===== src/rtl/maxpool_layer_2.sv =====
// maxpool_layer_2: 2x2 / stride-2 max-pool over a binarized CH-channel pixel
// stream in raster order. Max over 1-bit values is an OR, so each pooled pixel
// is the OR of its four input pixels. A horizontal accumulator pairs adjacent
// columns, a half-width line buffer carries even-row pairs down to the odd row.
module maxpool_layer_2 #(
  parameter int unsigned IN_W = 8,
  parameter int unsigned IN_H = 8,
  parameter int unsigned CH   = 16
) (
  input  logic                                           clk,
  input  logic                                           rst,
  input  logic [CH-1:0]                                  conv2_in,
  input  logic                                           valid_in,
  output logic [CH-1:0]                                  pool2_out,
  output logic                                           valid_out_pool2,
  output logic [$clog2((IN_W/2)*(IN_H/2))-1:0]           pool2_idx,
  output logic                                           frame_done
);

  localparam int unsigned OUT_W   = IN_W / 2;
  localparam int unsigned OUT_H   = IN_H / 2;
  localparam int unsigned OUT_N   = OUT_W * OUT_H;
  localparam int unsigned COL_W   = (IN_W > 1) ? $clog2(IN_W) : 1;
  localparam int unsigned ROW_W   = (IN_H > 1) ? $clog2(IN_H) : 1;
  localparam int unsigned LB_W    = (OUT_W > 1) ? $clog2(OUT_W) : 1;
  localparam int unsigned IDX_W   = $clog2(OUT_N);

  // Raster position of the pixel currently on conv2_in.
  logic [COL_W-1:0] col;
  logic [ROW_W-1:0] row;

  // Even-column pixel waiting for its odd-column partner.
  logic [CH-1:0]    h_acc;

  // One horizontal pair per pooled column, written on even rows, read on odd.
  logic [CH-1:0]    linebuf [OUT_W];

  logic             col_last;
  logic             row_last;
  logic             col_odd;
  logic             row_odd;
  logic [LB_W-1:0]  lb_idx;
  logic [CH-1:0]    pair;
  logic [IDX_W-1:0] idx_next;
  logic             wr_line;
  logic             emit;

  // Position decode and the horizontal pair for the current pixel.
  always_comb begin
    col_last = (col == COL_W'(IN_W - 1));
    row_last = (row == ROW_W'(IN_H - 1));
    col_odd  = col[0];
    row_odd  = row[0];
    lb_idx   = LB_W'(col >> 1);
    pair     = h_acc | conv2_in;
    idx_next = IDX_W'(row >> 1) * IDX_W'(OUT_W) + IDX_W'(col >> 1);
    wr_line  = valid_in && !row_odd && col_odd;
    emit     = valid_in && row_odd && col_odd;
  end

  // Column/row counters advance only on accepted pixels and wrap per frame.
  always_ff @(posedge clk) begin
    if (rst) begin
      col <= '0;
      row <= '0;
    end else if (valid_in) begin
      if (col_last) begin
        col <= '0;
        row <= row_last ? '0 : row + ROW_W'(1);
      end else begin
        col <= col + COL_W'(1);
      end
    end
  end

  // Capture the left pixel of each horizontal pair.
  always_ff @(posedge clk) begin
    if (rst) begin
      h_acc <= '0;
    end else if (valid_in && !col_odd) begin
      h_acc <= conv2_in;
    end
  end

  // Store even-row pairs; the next even row overwrites before any read, so no
  // clearing between frames is needed.
  always_ff @(posedge clk) begin
    if (rst) begin
      for (int i = 0; i < int'(OUT_W); i++) begin
        linebuf[i] <= '0;
      end
    end else if (wr_line) begin
      linebuf[lb_idx] <= pair;
    end
  end

  // Pooled output: registered, pulses for one cycle, data/index hold between.
  always_ff @(posedge clk) begin
    if (rst) begin
      pool2_out       <= '0;
      valid_out_pool2 <= 1'b0;
      pool2_idx       <= '0;
      frame_done      <= 1'b0;
    end else begin
      valid_out_pool2 <= 1'b0;
      frame_done      <= 1'b0;
      if (emit) begin
        pool2_out       <= linebuf[lb_idx] | pair;
        valid_out_pool2 <= 1'b1;
        pool2_idx       <= idx_next;
        frame_done      <= row_last && col_last;
      end
    end
  end

endmodule


===== config.mk =====
export PLATFORM = sky130hd
export DESIGN_NAME = maxpool_layer_2
export DESIGN_NICKNAME = d
export VERILOG_FILES = /design/src/rtl/maxpool_layer_2.sv
export SDC_FILE = /design/constraint.sdc
export NUM_CORES = 1
export LEC_CHECK = 0
export ABC_AREA = 1
export ABC_CLOCK_PERIOD_IN_PS = 2650
export CELL_PAD_IN_SITES_DETAIL_PLACEMENT = 0
export CELL_PAD_IN_SITES_GLOBAL_PLACEMENT = 1
export CORE_MARGIN = 2
export CORE_UTILIZATION = 30
export CTS_CLUSTER_SIZE = 14
export DETAILED_ROUTE_END_ITERATION = 8
export PLACE_DENSITY = 0.65
export SYNTH_ARGS = -nofsm -noshare
export SYNTH_HDL_FRONTEND = slang
export SYNTH_SLANG_ARGS = --single-unit

===== constraint.sdc =====
create_clock -name clk -period 2.65 [get_ports clk]
set_input_delay 0.53 -clock clk [delete_from_list [all_inputs] [get_ports clk]]
set_output_delay 0.53 -clock clk [all_outputs]
set_load 0.01 [all_outputs]

==> impl_metrics.json <==
{
  "grt_pass1_vias": 3297,
  "root_buffer": "clkbuf_16",
  "io_pins": 41,
  "finalPower_mw": 3.56,
  "start_kind": "input port",
  "cts_tree": "built",
  "clk_latency_ns": 0.36,
  "ctsHoldBuffers": 0,
  "start_util_pct": 30.3,
  "n_antenna_cell": 0,
  "place_congestion": 0.754,
  "hold_viol": 0,
  "synthArstFlopShare_pct": 0,
  "tns_ns": 0,
  "synth-seq-cells": 110,
  "numClockSinks": 110,
  "cts_buffer_depth": 2,
  "cts-resized-gates": 0,
  "ys.flop_type": "edfxtp_1",
  "die_w_um": 133,
  "place_ws_ns": 0.259,
  "detail-route-antenna-nets": 0,
  "clkSlewWorstSetupHoldPaths_ns": 0.08,
  "path_max_fanout": 17,
  "drtIter0Drc": 166,
  "dieArea_sq_mm": 0.0176,
  "die_h_um": 133,
  "synth-edff-count": 64,
  "drive_gt1_share_pct": 5.68,
  "arrival_ns": 2.07,
  "critical_path_class": "in -> reg",
  "syn_inst": 608,
  "skew_ns": 0.00838,
  "routedWlPerCell_um": 12.8,
  "synth_seq_area_share_pct": 57.1,
  "avgSynthCellArea_sq_um": 8.18,
  "route.vias.total": 3634,
  "vdd_drop_max_mv": 0.322,
  "syn-cell-area_sq_mm": 0.00498,
  "post_cts_buffers": 0,
  "dpl.cell_count": 855,
  "endpoint_kind": "flop",
  "rsz0062_at_grt": "no",
  "grt.total_usage_pct": 12.9,
  "routed_via_density": 4.17,
  "htree_levels": 3,
  "final.min_clock_period_ns": 2.02,
  "area_growth_pct": 19.4,
  "cp.required_ns": 2.70,
  "grt_pass1_wl_um": 17500,
  "ys_warn_count": 0,
  "hold_path_class": "reg -> reg",
  "powerDensity_mw_per_mm2": 600,
  "antenna_found_initial": 0,
  "fill_cells": 1717,
  "fp.coreArea_sq_mm": 0.0164,
  "overflow": 0,
  "ys_types": 23,
  "drc": 0,
  "grt_max_degree": 37,
  "postLayoutSetupSlackWorst_ns": 0.628,
  "fin_crit_sh_pct": 76.3,
  "wl_um": 11100,
  "final_cell_count_no_fill": 871,
  "maxCapViolations": 0,
  "fmax_mhz": 494,
  "worstMarginPinSlew_ns": 0.542,
  "numCtsBuffers": 9,
  "setup_viol": 0,
  "drv_slew": 0,
  "firstDrtPassIters": 4,
  "outcome": "finished, final reports clean",
  "p_leak_nw": 2.76,
  "num_rows": 47,
  "hpwl_um": 7540,
  "syn_nets": 631,
  "nets": 669,
  "port_buffers": 40,
  "max-slew-margin-rel_pct": 63.8
}
## registers in the layout (all words and copies together), names as in the netlist, named ones only
name             cells
linebuf             64
h_acc               16
pool2_out           16
pool2_idx            4
col                  3
row                  3
frame_done           1
valid_out_pool2      1
## synth_stat cells (all sizes together), types with 4 or more instances
| cell | instances | area [sq um] |
|---|---|---|
| a21oi | 38 | 190 |
| buf | 9 | 56.3 |
| clkbuf | 17 | 65.1 |
| dfxtp | 46 | 921 |
| edfxtp | 64 | 1920 |
| ha | 4 | 50.1 |
| inv | 155 | 582 |
| nand2 | 107 | 427 |
| nand3 | 50 | 250 |
| nor2 | 90 | 362 |
| o21ai | 24 | 120 |
## logic make-up after synthesis
logic type | synth area share (%)
fa+ha+maj | 1.01
compound gates | 6.39
simple gates | 21.3
buf+inv | 14.1
flops | 57.1
## power breakdown
part,internal (mW),switching (mW)
Sequential,1.88,0.0248
Clock,0.662,0.667
Combinational,0.107,0.225
## worst max-delay path, cell delays in order
cell	delay, ns
clkdlybuf4s50_1	0.59
nand2_2	0.11
nor2_4	0.14
nand2_4	0.09
nor2_8	0.12
nand2_4	0.14
nand2_1	0.09
buf_4	0.24
## path summary, 6_finish.rpt
path	end	cells past startpoint	slack (ns)	startpoint
setup reg to reg	linebuf[1][10]	7	1.01	col[0]
hold reg to reg	h_acc[12]	2	0.45	h_acc[12]
hold / removal	h_acc[12]	2	0.45	h_acc[12]
setup / recovery	linebuf[1][10]	8	0.63	valid_in
## per-layer routing
| metal | global-route usage [%] | routed length, um |
|---|---|---|
| met5 | 0 | 0 |
| met4 | 6.09 | 195 |
| met3 | 1.76 | 328 |
| met2 | 20.0 | 5040 |
| met1 | 18.0 | 5550 |
## cells in the final DEF, fill, tap and decap left out
| cell type | netlist | routed |
|---|---|---|
| inv_4 | 0 | 2 |
| inv_6 | 0 | 2 |
| inv_2 | 1 | 1 |
| nor2_1 | 88 | 88 |
| nand2_4 | 3 | 3 |
| clkinv_4 | 0 | 1 |
| a211oi_1 | 1 | 1 |
| ha_1 | 4 | 4 |
| nor3_1 | 1 | 1 |
| buf_12 | 0 | 2 |
| buf_4 | 0 | 11 |
| inv_8 | 0 | 2 |
| inv_1 | 154 | 154 |
| nand4_2 | 1 | 1 |
| clkbuf_16 | 0 | 9 |
| clkdlybuf4s50_1 | 0 | 40 |
| nor2_4 | 1 | 1 |
| and3_1 | 1 | 1 |
| nand2_1 | 103 | 103 |
| nand2_2 | 1 | 1 |
| a21oi_1 | 38 | 38 |
| o21ai_0 | 24 | 24 |
| edfxtp_1 | 64 | 64 |
| dfxtp_1 | 46 | 46 |
| nand3_1 | 50 | 50 |
| nor2_8 | 1 | 1 |
## metrics by stage
stage | utilization, % | hold WS, ns | instance area (sq um)
after global routing | 36.2 | 0.472 | 5940
after global placement | 34.5 | 0.436 | 5650
after detailed placement | 34.5 | 0.441 | 5650
final | 36.2 | 0.449 | 5940
after floorplan | - | 0.429 | 4980
after CTS | 36.2 | 0.453 | 5940
## final cells by class
class	instances	area, sq um	share of cell area, %
Clock buffer	9	225	3.79
Clock inverter	7	61.3	1.03
Inverter	155	582	9.80
Multi-Input combinational cell	317	1430	24.1
Sequential cell	110	2840	47.9
Tap cell	220	275	4.63
Timing Repair Buffer	53	523	8.81
Power figures use the tool's default switching activity.
